==> config.mk <==
export PLATFORM = sky130hd
export DESIGN_NAME = load_store_unit
export DESIGN_NICKNAME = d
export VERILOG_FILES = /design/src/rtl/load_store_unit.sv
export SDC_FILE = /design/constraint.sdc
export NUM_CORES = 1
export LEC_CHECK = 0
export CAP_MARGIN = 10
export CORE_UTILIZATION = 51
export DETAILED_ROUTE_END_ITERATION = 7
export MAX_ROUTING_LAYER = met4
export PLACE_DENSITY = 0.93
export SKIP_CTS_REPAIR_TIMING = 1
export SYNTH_ARGS = -nofsm -noshare
export SYNTH_HDL_FRONTEND = slang
export SYNTH_SLANG_ARGS = --single-unit
==> constraint.sdc <==
create_clock -name clk -period 5.6 [get_ports clk]
set_clock_uncertainty 0.15 [all_clocks]
set_input_delay 1.12 -clock clk [delete_from_list [all_inputs] [get_ports clk]]
set_output_delay 1.12 -clock clk [all_outputs]
set_load 0.01 [all_outputs]
==> src/rtl/load_store_unit.sv <==
// Load/store initiator for the word-wide memory system: sub-word extraction,
// read-modify-write for sb/sh, stall-bounded handshake with timeout fault.
module load_store_unit #(
  parameter int unsigned MAX_WAIT = 255,
  parameter int unsigned CNT_W    = 8
) (
  input  logic        clk,
  input  logic        reset,
  input  logic        req_valid,
  input  logic        req_we,
  input  logic [2:0]  funct3,
  input  logic [31:0] addr,
  input  logic [31:0] wdata,
  output logic        busy,
  output logic [31:0] rdata,
  output logic        rdata_valid,
  output logic        fault,
  output logic        mem_read,
  output logic        mem_write,
  output logic [31:0] mem_addr,
  output logic [31:0] mem_wdata,
  input  logic [31:0] mem_rdata,
  input  logic        mem_stall
);

  typedef enum logic [2:0] {StIdle, StRead, StWrite, StRmwRd, StRmwWr, StDone} state_e;

  state_e           state_q;
  logic [31:0]      addr_q, wdata_q, merge_q, rdata_q;
  logic [2:0]       funct3_q;
  logic             we_q, fault_q;
  logic [CNT_W-1:0] cnt_q;

  logic        legal, aligned, in_mem, timeout;
  logic [7:0]  byte_v;
  logic [15:0] half_v;
  logic [31:0] load_val, merged;

  always_comb begin
    if (req_we) legal = funct3 inside {3'b000, 3'b001, 3'b010};
    else        legal = funct3 inside {3'b000, 3'b001, 3'b010, 3'b100, 3'b101};
    case (funct3[1:0])
      2'b01:   aligned = ~addr[0];
      2'b10:   aligned = (addr[1:0] == 2'b00);
      default: aligned = 1'b1;
    endcase
  end

  always_comb begin
    byte_v = mem_rdata[{addr_q[1:0], 3'b000} +: 8];
    half_v = addr_q[1] ? mem_rdata[31:16] : mem_rdata[15:0];
    case (funct3_q)
      3'b000:  load_val = {{24{byte_v[7]}}, byte_v};
      3'b001:  load_val = {{16{half_v[15]}}, half_v};
      3'b100:  load_val = {24'h0, byte_v};
      3'b101:  load_val = {16'h0, half_v};
      default: load_val = mem_rdata;
    endcase
  end

  always_comb begin
    merged = merge_q;
    if (funct3_q[0]) begin
      if (addr_q[1]) merged[31:16] = wdata_q[15:0];
      else           merged[15:0]  = wdata_q[15:0];
    end else begin
      merged[{addr_q[1:0], 3'b000} +: 8] = wdata_q[7:0];
    end
  end

  assign in_mem  = state_q inside {StRead, StWrite, StRmwRd, StRmwWr};
  // The stall seen on the MAX_WAIT-th consecutive stalled cycle abandons the access.
  assign timeout = in_mem && mem_stall && (cnt_q == CNT_W'(MAX_WAIT - 1));

  always_ff @(posedge clk) begin
    if (reset) begin
      state_q  <= StIdle;
      addr_q   <= '0;
      wdata_q  <= '0;
      merge_q  <= '0;
      rdata_q  <= '0;
      funct3_q <= '0;
      we_q     <= 1'b0;
      fault_q  <= 1'b0;
      cnt_q    <= '0;
    end else begin
      case (state_q)
        StIdle: begin
          if (req_valid) begin
            addr_q   <= addr;
            wdata_q  <= wdata;
            funct3_q <= funct3;
            we_q     <= req_we;
            cnt_q    <= '0;
            if (!legal || !aligned) begin
              fault_q <= 1'b1;
              state_q <= StDone;
            end else begin
              fault_q <= 1'b0;
              if (!req_we)        state_q <= StRead;
              else if (funct3[1]) state_q <= StWrite;
              else                state_q <= StRmwRd;
            end
          end
        end
        StRead: if (!mem_stall) begin
          rdata_q <= load_val;
          state_q <= StDone;
          cnt_q   <= '0;
        end
        StWrite: if (!mem_stall) begin
          state_q <= StDone;
          cnt_q   <= '0;
        end
        StRmwRd: if (!mem_stall) begin
          merge_q <= mem_rdata;
          state_q <= StRmwWr;
          cnt_q   <= '0;
        end
        StRmwWr: if (!mem_stall) begin
          state_q <= StDone;
          cnt_q   <= '0;
        end
        default: state_q <= StIdle;
      endcase
      if (timeout) begin
        state_q <= StDone;
        fault_q <= 1'b1;
        cnt_q   <= '0;
      end else if (in_mem && mem_stall) begin
        cnt_q <= cnt_q + 1'b1;
      end
    end
  end

  always_comb begin
    busy        = (state_q == StIdle) ? req_valid : (state_q != StDone);
    mem_read    = (state_q == StRead) || (state_q == StRmwRd);
    mem_write   = (state_q == StWrite) || (state_q == StRmwWr);
    mem_addr    = {addr_q[31:2], 2'b00};
    rdata       = rdata_q;
    rdata_valid = (state_q == StDone) && !fault_q && !we_q;
    fault       = (state_q == StDone) && fault_q;
    case (state_q)
      StWrite: mem_wdata = wdata_q;
      StRmwWr: mem_wdata = merged;
      default: mem_wdata = '0;
    endcase
  end

endmodule

==> results of run 1 <==
==> Yosys cell counts, types with 7 or more instances <==
master    number
a211oi_1       8
a21oi_1      126
a21oi_2       10
a221oi_1       8
a22o_1        16
a22oi_1       23
buf_2         12
buf_4         35
clkbuf_1      44
dfxtp_1      144
ha_1          10
inv_1          8
mux2_2         7
mux2i_1       10
nand2_1      258
nand2b_1       7
nand3b_1      10
nor2_1        23
nor2b_1        8
o211a_1        7
o21ai_0       43
==> layout by cell type (no fill, tap or decap), types with 5 or more instances in the layout <==
master,netlist,routed
a211oi_1,8,8
clkdlybuf4s50_1,0,201
o21ai_0,43,43
o211ai_1,6,6
o211a_1,7,7
dfxtp_1,144,144
inv_1,8,8
clkbuf_16,0,17
nor2b_1,8,8
a22oi_1,23,23
nand2_1,258,258
buf_4,35,11
nor2_1,23,23
nand3b_1,10,10
a22o_1,16,16
a21oi_2,10,10
o21ai_1,5,5
mux2_1,6,6
a21oi_1,126,126
mux2i_1,10,10
a221oi_1,8,8
nand2b_1,7,7
nor3_1,6,6
mux2_2,7,7
ha_1,10,10
==> layout make-up <==
| class | count | share of cell area |
|---|---|---|
| Timing Repair Buffer | 212 | 0.223 |
| Sequential cell | 144 | 0.307 |
| Clock inverter | 10 | 0.0143 |
| Multi-Input combinational cell | 643 | 0.377 |
| Clock buffer | 22 | 0.0505 |
| Tap cell | 176 | 0.0235 |
| Inverter | 10 | 0.00400 |
==> state kept, by name (all words and copies together), names as in the netlist <==
signal,flops
addr_q,32
merge_q,32
rdata,32
wdata_q,32
cnt_q,8
funct3_q,3
state_q,3
fault_q,1
we_q,1
==> power by group through the flow <==
stage / clock, mW / sequential [mW] / combinational, mW
3_5_place_dp: 0 / 1.21 / 0.612
4_1_cts: 1.17 / 1.18 / 0.618
6_report: 1.16 / 1.19 / 0.621
3_3_place_gp: 0 / 1.20 / 0.600
5_1_grt: 1.22 / 1.20 / 0.672
2_1_floorplan: 0 / 1.18 / 0.375
==> routing by layer <==
| metal | up-vias | GRT usage |
|---|---|---|
| met4 | 0 | 0.168 |
| met5 | - | - |
| met3 | 95 | 0.0724 |
| li1 | 3307 | - |
| met2 | 376 | 0.479 |
| met1 | 3228 | 0.368 |
==> critical path, stage by stage, from the launching register on <==
cell	delay, ns
dfxtp_1	0.77
inv_1	0.21
ha_1	0.39
inv_1	0.07
nor2_1	0.15
a32o_1	0.39
a22oi_1	0.16
o21ai_0	0.22
clkdlybuf4s50_1	0.57
==> stage by stage <==
stage / total power [mW] / hold slack [ns] / instance area (µm²) / cells / worst slack (ns)
6_report: 2.97 / 0.301 / 9380 / 1217 / 0.973
5_1_grt: 3.09 / 0.321 / 9380 / 1217 / 0.804
3_5_place_dp: 1.82 / 0.296 / 8770 / 1185 / 1.48
3_3_place_gp: 1.80 / 0.290 / 8770 / 1185 / 1.60
2_1_floorplan: 1.56 / 0.286 / 6960 / 890 / 2.23
4_1_cts: 2.97 / 0.303 / 9380 / 1217 / 1.03
==> cells by family after synthesis <==
group	Yosys count	share of synthesized area
AOI/OAI and AO/OA	270	0.239
xor gates and xnor gates	6	0.00756
adders and majority gates	10	0.0180
buffers and inverters	103	0.0777
DFF	144	0.415
muxes	24	0.0376
other	1	0.000539
and+or+nand+nor	331	0.205
==> how the worst max path moves through the flow <==
stage                    end  depth (start not counted)                   start  slack (ns)
4_1_cts         mem_wdata[0]                          7  addr_q[1]$_SDFFE_PP0P_        1.03
6_report       mem_wdata[19]                          8  addr_q[1]$_SDFFE_PP0P_        0.97
3_5_place_dp    mem_wdata[0]                          7  addr_q[1]$_SDFFE_PP0P_        1.48
5_1_grt        mem_wdata[22]                          8  addr_q[1]$_SDFFE_PP0P_        0.80
2_1_floorplan  mem_wdata[16]                          9  addr_q[1]$_SDFFE_PP0P_        2.23
3_3_place_gp   mem_wdata[17]                          8  addr_q[1]$_SDFFE_PP0P_        1.60
==> metrics, run 1 <==
WS Path Type register to primary output; CP Capture Type primary output; DR WL met2 9980 µm; CTS tree built; RR Endpoint rdata[13]$_SDFFE_PP0P_; clock network power share 0.390; LEAKAGE 3.28 nW; internal cell power 2.13 mW; Post-Syn Area per Cell 7.82 µm²; Synth-to-Final Area Change 34.9%; hold depth 2; Core Region 13300 µm²; Iter 0 DRT Violations 747; Reg2Reg Depth 6; unrepaired setup endpoints after global routing false; Yosys top cell area share 0.415; register area share after synthesis 0.415; Worst Hold Launch addr_q[10]$_SDFFE_PP0P_; largest net degree at the start of global routing 84; io pins 205; vias per cell 5.76; final setup vio count 0; worst-margin pin slew 0.910 ns; CP max FO 16; Fillers 1020; DP Wirelength 14700 µm; Comb power frac 0.209; Slew HR 0.392; CP startpoint kind register; CP arrival 3.36 ns; Core Rows 42; routed length on met1 8390 µm; WL met3 1680 µm; Psw 0.834 mW; vias in the first global route 6618; worst r2r src state_q[0]$_SDFFE_PP0P_; Max-Cap Viols 0; gr usage total 0.308; final cycle utilization of the critical path 0.826; final WL 21000 µm; Root Buffer clkbuf_16; antenna fix cells 0; Wirelength per Cell 17.3 µm; Sequential cell area 2880 µm²; reg2reg setup slack 2.88 ns; crit path time final 4.63 ns; DRC viols 0; H-Tree Depth 4; I/O Buffers 202; Die ar. 14100 µm²; Yosys reg bits 144; post-synthesis cell area 6950 µm²; CTS clk-pin slew, worst paths 0.06 ns; Most used DFF post-synth dfxtp_1; Yosys warning total 0; Sw Share 0.281; post-route ant nets 0; TritonRoute pass-1 iters 8; Synth cell types 57; status finished, final reports clean; Gate Count Post-Synth 889; gr ovfl total 0; total negative setup slack 0 ns; Power Dens Cells 316 nW/µm²; Multi-input gate area 3540 µm²; DR top layer met4; Achievable Freq 0.216 GHz; Reg power frac 0.400; initial core utilization 0.523; Post-synth ARST share 0; leading area contributor after synthesis dfxtp_1; Clock Latency Late Sink 0.42 ns; final core occ 0.706; CTS buffer count 17; clk buf depth 2; Slew Limit Fails 0; Die Width 119 µm; Hold Crit Endpoint addr_q[10]$_SDFFE_PP0P_; die height 119 µm; Fin. Hold Viols 0; antenna violations before repair 0; EDFF count, synth 0; peak ir drop on the vdd network 0.000186 V; Hold Crit Class register to register; first-pass GRT wire length 33300 µm; Synth area leaders dfxtp_1 41%, nand2_1 14%, a21oi_1 9.1%; post-layout net count 1142; share of post-route cells with drive strength above 1 0.0672; CP required 4.33 ns; Clock Sinks 144; total vias in the final route 7006; gpl congestion 0.955
(Power assumes the default switching activity.)
==> run 2, diff against run 1 <==
--- a/config.mk
+++ b/config.mk
@@ -6,10 +6,10 @@
 export NUM_CORES = 1
 export LEC_CHECK = 0
 export CAP_MARGIN = 10
-export CORE_UTILIZATION = 51
+export CORE_UTILIZATION = 43
 export DETAILED_ROUTE_END_ITERATION = 7
 export MAX_ROUTING_LAYER = met4
-export PLACE_DENSITY = 0.93
+export PLACE_DENSITY = 0.85
 export SKIP_CTS_REPAIR_TIMING = 1
 export SYNTH_ARGS = -nofsm -noshare
 export SYNTH_HDL_FRONTEND = slang
==> constraint.sdc (replaced) <==
create_clock -name clk -period 3.92 [get_ports clk]
set_clock_uncertainty 0.15 [all_clocks]
set_input_delay 0.784 -clock clk [delete_from_list [all_inputs] [get_ports clk]]
set_output_delay 0.784 -clock clk [all_outputs]
set_load 0.01 [all_outputs]
==> metrics, run 2 (same netlist as run 1, synthesis figures left out) <==
status finished, final reports clean; post-route ant nets 0; Hold Crit Class register to register; final cycle utilization of the critical path 0.958; total vias in the final route 6937; CTS buffer count 17; TritonRoute pass-1 iters 7; largest net degree at the start of global routing 104; busiest layer in global routing met2; Fillers 1357; DRC viols 0; share of post-route cells with drive strength above 1 0.0783; antenna fix cells 0; final setup vio count 0; Sequential cell area 2890 µm²; final WL 21600 µm; Power Dens Cells 451 nW/µm²; Clock Latency Late Sink 0.42 ns; crit path time final 3.76 ns; Multi-input gate area 3550 µm²; gr usage total 0.266; WS Path Type register to primary output; final setup margin 0.164 ns; gpl congestion 0.928; met3 GRT Util 0.0590; CP required 2.99 ns; Synth-to-Final Area Change 37.3%; DP Wirelength 15100 µm; Die Width 129 µm; antenna violations before repair 0; I/O Buffers 202; origin of the worst setup path addr_q[0]$_SDFFE_PP0P_; most common cell after layout, fill and taps aside nand2_1; CP arrival 2.82 ns; final core occ 0.603; Cell Count, Final, Fillers Out 1263; peak ir drop on the vdd network 0.000298 V; Iter 0 DRT Violations 518; Root Buffer clkbuf_16; CP Capture Type primary output; CP startpoint kind register; Worst Hold Launch addr_q[3]$_SDFFE_PP0P_; most frequent cells in the layout 258 x nand2_1, 201 x clkdlybuf4s50_1, 142 x dfxtp_1; initial core utilization 0.439; LEAKAGE 3.34 nW; Max-Cap Viols 0; worst r2r src funct3_q[0]$_SDFFE_PP0P_; gr ovfl total 0; Wirelength per Cell 17.1 µm; Placed Cells 1232; CTS clk-pin slew, worst paths 0.06 ns; tightest hold margin 0.300 ns; CTS tree built; Clock Sinks 144; Fin. Hold Viols 0; Die ar. 16700 µm²; clk buf depth 2; H-Tree Depth 4; grt met2 use 0.421; met1 Usage GRT 0.322; Slew HR 0.258; io pins 205; die height 129 µm; vias in the first global route 6400; post-layout net count 1150; worst-margin pin slew 1.11 ns; CP max FO 9; vias per cell 5.49; Core Rows 46; Slew Limit Fails 0; Core Region 15800 µm²; Achievable Freq 0.266 GHz; first-pass GRT wire length 33300 µm; pre-CTS setup slack 0.447 ns; total power 4.30 mW
==> run 2: changes by cell type in the layout (fill, tap and decap cells not counted), sizes merged <==
cell	change
clkinvlp	-1
clkinv	-5
clkbuf	+4
buf	+8
==> run 2: final timing paths <==
| check | to | slack [ns] | cells after the start |
|---|---|---|---|
| setup / recovery | mem_wdata[22] | 0.16 | 8 |
| hold / removal | addr_q[3]$_SDFFE_PP0P_ | 0.30 | 2 |
| setup reg to reg | rdata[3]$_SDFFE_PP0P_ | 1.76 | 6 |
| hold reg to reg | addr_q[3]$_SDFFE_PP0P_ | 0.30 | 2 |
==> run 2: report_power, final <==
| part | internal, mW | switching (mW) |
|---|---|---|
| combinational | 0.436 | 0.501 |
| sequential | 1.58 | 0.0947 |
| clock | 1.10 | 0.590 |
==> run 2: worst max-delay path, cell delays in order, from the launching register on <==
cell and delay, ns:
dfxtp_2 0.42, inv_2 0.09, ha_1 0.35, inv_1 0.07
nor2_1 0.17, a32o_2 0.33, a22oi_1 0.12, o21ai_0 0.27
clkdlybuf4s50_1 0.59
==> run 2: final cells by class <==
cell class | count | share of cell area
Sequential cell | 144 | 0.302
Multi-Input combinational cell | 643 | 0.372
Clock buffer | 26 | 0.0544
Inverter | 10 | 0.00393
Tap cell | 216 | 0.0283
Timing Repair Buffer | 220 | 0.228
Clock inverter | 4 | 0.0102
==> run 2: per-stage QoR <==
stage	setup TNS (ns)	instance area [µm²]
finish	0	9540
global route	-0.00206	9540
CTS	-0.0118	9520
detailed placement	0	8900
global placement	0	8900
floorplan	0	6960
==> run 2: layer usage <==
metal,share of wire,vias up,routed length [µm]
li1,-,3312,-
met1,0.41,3247,8800
met2,0.48,315,10400
met3,0.071,63,1530
met4,0.039,0,844
met5,0,-,0
==> run 3, diff against run 2 <==
--- a/config.mk
+++ b/config.mk
@@ -11,6 +11,7 @@
 export MAX_ROUTING_LAYER = met4
 export PLACE_DENSITY = 0.85
 export SKIP_CTS_REPAIR_TIMING = 1
+export SKIP_LAST_GASP = 1
 export SYNTH_ARGS = -nofsm -noshare
 export SYNTH_HDL_FRONTEND = slang
 export SYNTH_SLANG_ARGS = --single-unit
==> results of run 3 <==
Same layout as run 2: the final DEF is identical, and so are final timing and power.
